### config.mk
export PLATFORM = sky130hd
export DESIGN_NAME = relu_backward
export DESIGN_NICKNAME = d
export VERILOG_FILES = /design/src/rtl/relu_backward_pkg.sv /design/src/rtl/mask_fifo.sv /design/src/rtl/relu_backward.sv
export SDC_FILE = /design/constraint.sdc
export NUM_CORES = 1
export LEC_CHECK = 0
export CAP_MARGIN = 20
export CORE_MARGIN = 2
export CORE_UTILIZATION = 40
export CTS_BUF_LIST = sky130_fd_sc_hd__clkbuf_4 sky130_fd_sc_hd__clkbuf_8
export CTS_CLUSTER_SIZE = 28
export DETAILED_ROUTE_END_ITERATION = 8
export GPL_TIMING_DRIVEN = 0
export PLACE_DENSITY = 0.82
export SLEW_MARGIN = 20
export SYNTH_ARGS = -nofsm -noshare
export SYNTH_HDL_FRONTEND = slang
export SYNTH_SLANG_ARGS = --single-unit
### constraint.sdc
create_clock -name clk -period 2.9 [get_ports clk]
set_input_delay 0.29 -clock clk [delete_from_list [all_inputs] [get_ports clk]]
set_output_delay 0.29 -clock clk [all_outputs]
set_load 0.05 [all_outputs]
### src/rtl/relu_backward_pkg.sv
// Shared constants for the dense-layer datapath blocks.
package relu_backward_pkg;
   localparam int DENSE_WIDTH = 8;
   localparam int DENSE_DEPTH = 16;
endpackage

### src/rtl/mask_fifo.sv
// One-bit-wide FIFO holding ReLU masks between the forward and backward passes.
module mask_fifo
   import relu_backward_pkg::*;
#(
   parameter int DEPTH = DENSE_DEPTH,
   localparam int AW = $clog2(DEPTH),
   localparam int CW = AW + 1
) (
   input  logic          clk,
   input  logic          rst_n,
   input  logic          clear,
   input  logic          push,
   input  logic          pop,
   input  logic          din,
   output logic          dout,
   output logic          full,
   output logic          empty,
   output logic [CW-1:0] count
);

   logic [DEPTH-1:0] mem;
   logic [AW-1:0]    wr_ptr;
   logic [AW-1:0]    rd_ptr;
   logic             push_ok;
   logic             pop_ok;

   assign full    = (count == CW'(DEPTH));
   assign empty   = (count == '0);
   assign push_ok = push && !full;
   assign pop_ok  = pop && !empty;
   assign dout    = mem[rd_ptr];

   // storage is not reset; only the pointers and count define what is valid
   always_ff @(posedge clk) begin
      if (push_ok && !clear) mem[wr_ptr] <= din;
   end

   always_ff @(posedge clk or negedge rst_n) begin
      if (!rst_n) begin
         wr_ptr <= '0;
         rd_ptr <= '0;
         count  <= '0;
      end else if (clear) begin
         wr_ptr <= '0;
         rd_ptr <= '0;
         count  <= '0;
      end else begin
         if (push_ok) wr_ptr <= wr_ptr + 1'b1;
         if (pop_ok)  rd_ptr <= rd_ptr + 1'b1;
         unique case ({push_ok, pop_ok})
            2'b10:   count <= count + 1'b1;
            2'b01:   count <= count - 1'b1;
            default: count <= count;
         endcase
      end
   end

endmodule

### src/rtl/relu_backward.sv
// ReLU backward pass: records forward sign masks, then gates upstream gradients in order.
module relu_backward
   import relu_backward_pkg::*;
#(
   parameter int WIDTH = DENSE_WIDTH,
   parameter int DEPTH = DENSE_DEPTH
) (
   input  logic                        clk,
   input  logic                        rst_n,
   input  logic                        clear,
   input  logic                        fwd_valid,
   output logic                        fwd_ready,
   input  logic signed [4*WIDTH-1:0]   fwd_data,
   input  logic                        grad_in_valid,
   output logic                        grad_in_ready,
   input  logic signed [2*WIDTH-1:0]   grad_in,
   output logic                        grad_out_valid,
   input  logic                        grad_out_ready,
   output logic signed [2*WIDTH-1:0]   grad_out,
   output logic [$clog2(DEPTH):0]      mask_count
);

   logic full;
   logic empty;
   logic push;
   logic pop;
   logic fwd_pos;
   logic mask_bit;

   // strictly positive: sign bit clear and not zero
   assign fwd_pos = !fwd_data[4*WIDTH-1] && (fwd_data != '0);

   assign fwd_ready     = rst_n && !full && !clear;
   assign grad_in_ready = rst_n && !empty && (!grad_out_valid || grad_out_ready) && !clear;
   assign push          = fwd_valid && fwd_ready;
   assign pop           = grad_in_valid && grad_in_ready;

   mask_fifo #(.DEPTH(DEPTH)) u_mask_fifo (
      .clk   (clk),
      .rst_n (rst_n),
      .clear (clear),
      .push  (push),
      .pop   (pop),
      .din   (fwd_pos),
      .dout  (mask_bit),
      .full  (full),
      .empty (empty),
      .count (mask_count)
   );

   always_ff @(posedge clk or negedge rst_n) begin
      if (!rst_n) begin
         grad_out_valid <= 1'b0;
         grad_out       <= '0;
      end else if (clear) begin
         grad_out_valid <= 1'b0;
         grad_out       <= '0;
      end else if (pop) begin
         grad_out_valid <= 1'b1;
         grad_out       <= mask_bit ? grad_in : '0;
      end else if (grad_out_ready) begin
         grad_out_valid <= 1'b0;
      end
   end

endmodule

==> results.txt, run 1 <==
----------------------------------------------------
[Layout]
  Multi-input gate area ... 0.001137 mm²
  Footprint of the flip-flops and latches ... 0.001235 mm²
  Final-stage net count ... 393
  Antenna Cells ... 0
  Relative area change from synthesis to final layout ... 42.16%
  Layout cells sized above 1 ... 10.51%
  Cell area after layout ... 0.003481 mm²
  Number of filler cells placed in the layout ... 512
  Utilization after layout ... 58.79%

[Floorplan]
  Overall die area ... 0.006763 mm²
  # rows ... 28
  Effective utilization at floorplan ... 41.36%
  Horizontal extent of the die ... 82.24 µm
  Die extent in y ... 82.24 µm
  I/O pin cnt ... 78
  Core area ... 0.005921 mm²

[Clock network]
  Maximum buffer depth of the clock tree ... 2
  Clock tree from TritonCTS ... yes
  Inserted Clock Buffers ... 5
  Count of clock tree sinks ... 46
  Clock latency on the worst-skew pair ... 310 ps
  CTS clk-pin slew, worst paths ... 100 ps
  Root Buffer Master ... clkbuf_8
  Total number of H-tree levels ... 2

[Pwr]
  Static power due to leakage ... 1.318 nW
  Maximum resistive drop on vdd ... 169.1 µV
  Part of the power in the clock network ... 32.3%
  Comb pwr share ... 15.8%
  Pwr/cell area ... 380.4 mW/mm²
  Design Power ... 1.324 mW
  Internal cell power ... 0.9703 mW
  Power share of the sequential group ... 51.9%
  Switching power of the nets ... 0.3539 mW
  Net switching fraction of the power ... 26.73%

[Drt]
  Routed WL per cell ... 14.89 µm
  First-pass DRT Iterations ... 4
  Routed Wire Length ... 6.077 mm
  Post-route met1 wirelength ... 2.620 mm
  Initial drt markers ... 110
  Uppermost routed layer ... met4
  Detailed-routed wire length on met3 ... 261 µm
  Met2 routed wirelength ... 3.136 mm
  Via density ... 5.292
  Number of DRC violations after detailed routing ... 0
  Via count ... 2159
  Routed Antenna Nets ... 0

[Setup path]
  Kind of end point of the critical path ... register
  Critical path cell sequence ... or4_1 > clkbuf_4 > o2111ai_4 > nor2_2 > xor2_1 > ha_2 > or4_1 > a21o_1 > a21oi_1
  Critical path arrival ... 3050 ps
  Longest individual stage delay on the worst path ... 550 ps
  Number of buffer and inverter instances along the worst setup path ... 1
  Category of the worst setup path launch point ... register
  Most frequent cell on the critical path ... or4_1
  Required time of the critical path ... 3140 ps
  Critical path type ... register to register
  Highest-delay cell along the critical path ... or4_1
  Worst flop-to-flop path startpoint ... u_mask_fifo.count[3]
  Startpoint of the worst setup timing path ... u_mask_fifo.count[3]
  Internal reg-to-reg setup slack ... 90 ps
  Critical Path Fanout Max ... 8
  Family with the most delay on the worst path ... simple AND/OR/NAND/NOR gates

[STA]
  Achievable clock frequency ... 356.2 MHz
  Worst rel slew slack ... 41.67%
  Worst clock skew ... 13.54 ps
  Portion of the clock cycle consumed by the worst path in the final layout ... 96.81%
  Final WS setup ... 92.51 ps
  Count of endpoints failing setup in the final report ... 0
  Count of pins over their slew limit ... 0
  Final min period ... 2807 ps
  Slew @ Worst Pin ... 871.8 ps
  Final hold viol count ... 0

[GRT]
  Vias in the first global route ... 2122
  Number of antenna violations at the first check in global routing ... 0
  First-pass GRT wire length ... 9.818 mm
  Maximum number of pins on one net before global-route repair ... 33
  Overflow after GRT ... 0
  Global routing usage summed across all routing layers ... 18.91%

[Yosys]
  Synthesized netlist cell count ... 243
  Syn Std Cell Area ... 0.002449 mm²
  Synthesis-stage register bit count ... 46
  Average instance area after synthesis ... 10.08 µm²
  Number of nets produced by synthesis ... 304
  Most common flop cell mapped by yosys ... dfrtp_1
  Share of synthesized area occupied by flip-flops and latches ... 50.28%
  Count of synthesis-stage warnings from yosys ... 0
  Number of distinct library cell variants in the gate-level netlist after synthesis ... 46
  Number of enable-type register cells in the synthesized netlist ... 16
  Share of flip-flops with an asynchronous set or reset after synthesis ... 65.22%

[Job]
  Number of maximum-capacitance violations ... 0

[Status]
  Run status ... complete, no violations

[Placement]
  HPWL after detailed placement ... 4.388 mm
  Port Buffer Count ... 77
  Routability Congestion ... 0.8245
  Total cell area at the placement stage ... 0.003308 mm²
  Worst slack at placement ... -250.1 ps

[Worst hold path]
  Startpoint of the lowest-slack hold path ... grad_in[7]
  Type of the worst min-delay path ... input port to register

----------------------------------------------------
state kept, by name (all words and copies together), names as in the netlist:
| register | cells |
|---|---|
| u_mask_fifo.mem | 16 |
| grad_out_valid | 1 |
| grad_out | 16 |
| u_mask_fifo.rd_ptr | 4 |
| u_mask_fifo.wr_ptr | 4 |
| u_mask_fifo.count | 5 |
cell families (layout without fill, tap and decap cells):
| group | after synthesis | count (layout) | synth area share [%] |
|---|---|---|---|
| fa+ha+maj | 7 | 7 | 3.577 |
| flops | 46 | 46 | 50.28 |
| mux | 6 | 6 | 4.548 |
| simple gates | 113 | 113 | 23.86 |
| xor+xnor | 5 | 5 | 1.789 |
| compound gates | 47 | 47 | 12.01 |
| buf+inv | 19 | 109 | 3.934 |
Yosys cell counts, drive strengths merged, types with 2 or more instances:
cell type,count,area (µm²)
a21o,2,15.01
a21oi,9,45.04
a31oi,2,12.51
a41oi,2,17.52
buf,7,50.05
clkbuf,9,35.03
dfrtp,30,750.7
edfxtp,16,480.5
ha,7,87.58
inv,3,11.26
mux4,4,90.09
nand2,34,127.6
nand2b,3,18.77
nand3,4,20.02
nand3b,18,135.1
nand4,5,37.53
nor2,26,97.59
nor2b,2,12.51
nor3,6,30.03
nor4,8,56.30
o2111ai,2,23.77
o21ai,22,110.1
or3,2,12.51
or4,2,15.01
xnor2,2,17.52
xor2,3,26.28
layer usage:
metal  up-vias  track usage [%]
met1      1043            22.87
li1       1062                -
met2        48            34.44
met5         -                0
met4         0            5.000
met3         6            3.370
power by group through the flow:
stage               logic, mW  registers, mW  clock network, mW
detailed placement      0.199          0.701                  0
global placement        0.196          0.701                  0
finish                  0.209          0.687              0.428
floorplan              0.0710          0.717                  0
CTS                     0.200          0.687              0.436
global route            0.227          0.689              0.465
what timing repair did:
action | CTS | global route
hold endpoints to repair | 0 | 30
gates resized for setup | 0 | 8
setup endpoints to repair | 0 | 2
buffers inserted | 0 | 3
hold buffers | 0 | 2
placed cells by master, fill, tap and decap left out, types with 4 or more instances in the layout:
master and n:
clkbuf_1 8, a21oi_1 9, mux4_2 4, nand4_1 4, nor3_1 6, dfrtp_1 27, nand3_1 4, clkbuf_8 5
nor4_1 7, nand3b_1 18, nand2_1 34, clkdlybuf4s50_1 76, ha_1 6, o21ai_0 19, buf_4 4, nor2_1 25
edfxtp_1 16
layout make-up:
class / count / area share [%]
Buffer: 16 / 2.516
Clock buffer: 5 / 1.977
Clock inverter: 3 / 0.7549
Inverter: 3 / 0.3235
Multi-Input combinational cell: 178 / 32.67
Sequential cell: 46 / 35.48
Tap cell: 75 / 2.696
Timing Repair Buffer: 82 / 23.58
worst register-to-register path: cells and delay by family (launching register included):
family,cells,cell delay [ps]
DFF,1,450
xor gates and xnor gates,1,160
adders and majority gates,1,210
and+or+nand+nor,3,1170
buffers and inverters,1,200
AOI/OAI and AO/OA,3,550
through the flow:
step | instances | TNS (ps) | hold slack, ps
finish | 408 | 0 | 504.7
global route | 408 | -29.63 | 512.2
CTS | 403 | 0 | 46.14
detailed placement | 395 | -480.5 | 391.9
global placement | 395 | -22820 | 490.9
floorplan | 243 | 0 | -5.591
final timing paths:
kind                                              to  depth (start not counted)
worst max register to register  u_mask_fifo.count[2]                          9
worst max-delay path            u_mask_fifo.count[2]                          9
worst min-delay path                     grad_out[7]                          3
worst min register to register           grad_out[1]                          2
max in group asynchronous       u_mask_fifo.count[2]                          3
min in group asynchronous                grad_out[9]                          3
Power figures use the tool's default switching activity.
==> run 2: changes to the inputs <==
--- a/config.mk
+++ b/config.mk
@@ -11,7 +11,6 @@
 export CTS_BUF_LIST = sky130_fd_sc_hd__clkbuf_4 sky130_fd_sc_hd__clkbuf_8
 export CTS_CLUSTER_SIZE = 28
 export DETAILED_ROUTE_END_ITERATION = 8
-export GPL_TIMING_DRIVEN = 0
 export PLACE_DENSITY = 0.82
 export SLEW_MARGIN = 20
 export SYNTH_ARGS = -nofsm -noshare
==> results.txt, run 2 (synthesis results as in run 1) <==
----------------------------------------------------
[STA]
  Final WS setup ... 233.2 ps
  Final hold viol count ... 0
  Count of pins over their slew limit ... 0
  Portion of the clock cycle consumed by the worst path in the final layout ... 91.96%
  Count of endpoints failing setup in the final report ... 0
  Final min period ... 2667 ps
  Setup TNS Final ... 0 ps
  RSZ-0062 raised after global routing ... no
  Worst rel slew slack ... 41.62%
  Slew @ Worst Pin ... 872.5 ps
  Achievable clock frequency ... 375.0 MHz
  Worst clock skew ... 8.989 ps

[Floorplan]
  Core area ... 0.005921 mm²
  Effective utilization at floorplan ... 41.36%
  Die extent in y ... 82.24 µm
  # rows ... 28
  Overall die area ... 0.006763 mm²
  I/O pin cnt ... 78
  Horizontal extent of the die ... 82.24 µm

[Layout]
  Relative area change from synthesis to final layout ... 41.44%
  Cell area after layout ... 0.003463 mm²
  Number of filler cells placed in the layout ... 505
  Layout cells sized above 1 ... 10.67%
  Most common cell after layout, fill and taps aside ... clkdlybuf4s50_1
  Top Registers ... grad_out: 16 flops, u_mask_fifo.mem: 16 flops, u_mask_fifo.count: 5 flops
  Final-stage net count ... 388
  Multi-input gate area ... 0.001121 mm²
  Footprint of the flip-flops and latches ... 0.001231 mm²
  Most frequent cells in the layout ... 75 x clkdlybuf4s50_1, 34 x nand2_1, 30 x dfrtp_1
  Antenna Cells ... 0

[Drt]
  Initial drt markers ... 179
  Via density ... 5.355
  Routed Antenna Nets ... 0
  Routed WL per cell ... 15.37 µm
  Routed Wire Length ... 6.196 mm
  Via count ... 2158
  Number of DRC violations after detailed routing ... 0
  First-pass DRT Iterations ... 4

[GRT]
  Maximum number of pins on one net before global-route repair ... 29
  Overflow after GRT ... 0
  Vias in the first global route ... 2151
  Number of antenna violations at the first check in global routing ... 0
  First-pass GRT wire length ... 9.977 mm
  Global routing usage summed across all routing layers ... 19.61%

[Clock network]
  Maximum buffer depth of the clock tree ... 2
  Root Buffer Master ... clkbuf_8
  Clock tree from TritonCTS ... yes
  CTS clk-pin slew, worst paths ... 90 ps
  Inserted Clock Buffers ... 5
  Total number of H-tree levels ... 2
  Post_cts resized ... 0
  Count of hold buffers inserted by post-cts repair ... 0
  Post-CTS Setup Repair Bufs ... 0
  Count of clock tree sinks ... 46
  Clock latency on the worst-skew pair ... 310 ps

[Pwr]
  Pwr/cell area ... 379.5 mW/mm²
  Maximum resistive drop on vdd ... 176.7 µV
  Static power due to leakage ... 1.332 nW
  Design Power ... 1.314 mW

[Setup path]
  Category of the worst setup path launch point ... register
  Worst flop-to-flop path startpoint ... u_mask_fifo.count[3]
  Required time of the critical path ... 3140 ps
  Critical Path Fanout Max ... 5
  Critical path arrival ... 2900 ps
  Kind of end point of the critical path ... register
  Startpoint of the worst setup timing path ... u_mask_fifo.count[3]
  Critical path type ... register to register
  Reg2Reg Depth ... 8

[Placement]
  Port Buffer Count ... 77
  Total cell area at the placement stage ... 0.003368 mm²
  Routability Congestion ... 0.9211
  HPWL after detailed placement ... 4.700 mm
  Worst slack at placement ... 213.7 ps

[Status]
  Run status ... complete, no violations

[Job]
  Number of maximum-capacitance violations ... 0

[Worst hold path]
  Type of the worst min-delay path ... input port to asynchronous set/reset pin

----------------------------------------------------
run 2: cell count changes in the layout (fill, tap and decap cells not counted), sizes merged:
cell | before | now
inv | 6 | 3
dlygate4sd3 | 1 | 0
clkinv | 0 | 1
buf | 10 | 18
clkinvlp | 0 | 1
clkbuf | 16 | 6
clkdlybuf4s50 | 76 | 75
run 2: report_power, final:
group	total, mW	internal (mW)	switching (mW)
sequential	0.687	0.680	0.00707
clock	0.414	0.192	0.222
combinational	0.214	0.114	0.0994
run 2: worst paths after layout:
path                                             end  slack (ps)
worst max-delay path            u_mask_fifo.count[2]         230
worst min-delay path                     grad_out[5]         410
worst max register to register  u_mask_fifo.count[2]         230
worst min register to register           grad_out[0]         520
max in group asynchronous                grad_out[2]        2290
min in group clk                         grad_out[0]         520
run 2: through the flow:
stage | util (%) | hold WS [ps] | cells
floorplan | - | -5.591 | 243
global placement | 56.89 | 489.6 | 395
detailed placement | 56.89 | 498.8 | 395
CTS | 58.50 | 418.5 | 403
global route | 58.50 | 433.8 | 403
finish | 58.50 | 410.3 | 403
run 2: area by class of cell:
type	count	area share [%]
sequential	46	35.55
multi-input combinational	178	32.37
timing repair buffer	93	26.30
tap	75	2.710
clock buffer	6	2.384
clock inverter	2	0.3613
inverter	3	0.3251
run 2: metal layers:
metal	vias up	wire (µm)	track usage, %
li1	1050	-	-
met1	1022	2684	24.86
met2	75	3041	32.34
met3	11	343	3.913
met4	0	127	8.833
met5	-	0	0
run 2: worst max-delay path, stage by stage, from the launching register on:
cell and delay (ps):
dfrtp_1 440, or4_1 580, o2111ai_2 220, nor2_1 110, xor2_1 160, ha_1 230
or4_1 550, a21o_1 190, a21oi_1 110
==> run 3: changes to the inputs <==
--- a/config.mk
+++ b/config.mk
@@ -12,6 +12,7 @@
 export CTS_CLUSTER_SIZE = 28
 export DETAILED_ROUTE_END_ITERATION = 8
 export PLACE_DENSITY = 0.82
+export SKIP_LAST_GASP = 1
 export SLEW_MARGIN = 20
 export SYNTH_ARGS = -nofsm -noshare
 export SYNTH_HDL_FRONTEND = slang
==> results of run 3 <==
Same layout as run 2: the final DEF is identical, and so are final timing and power.
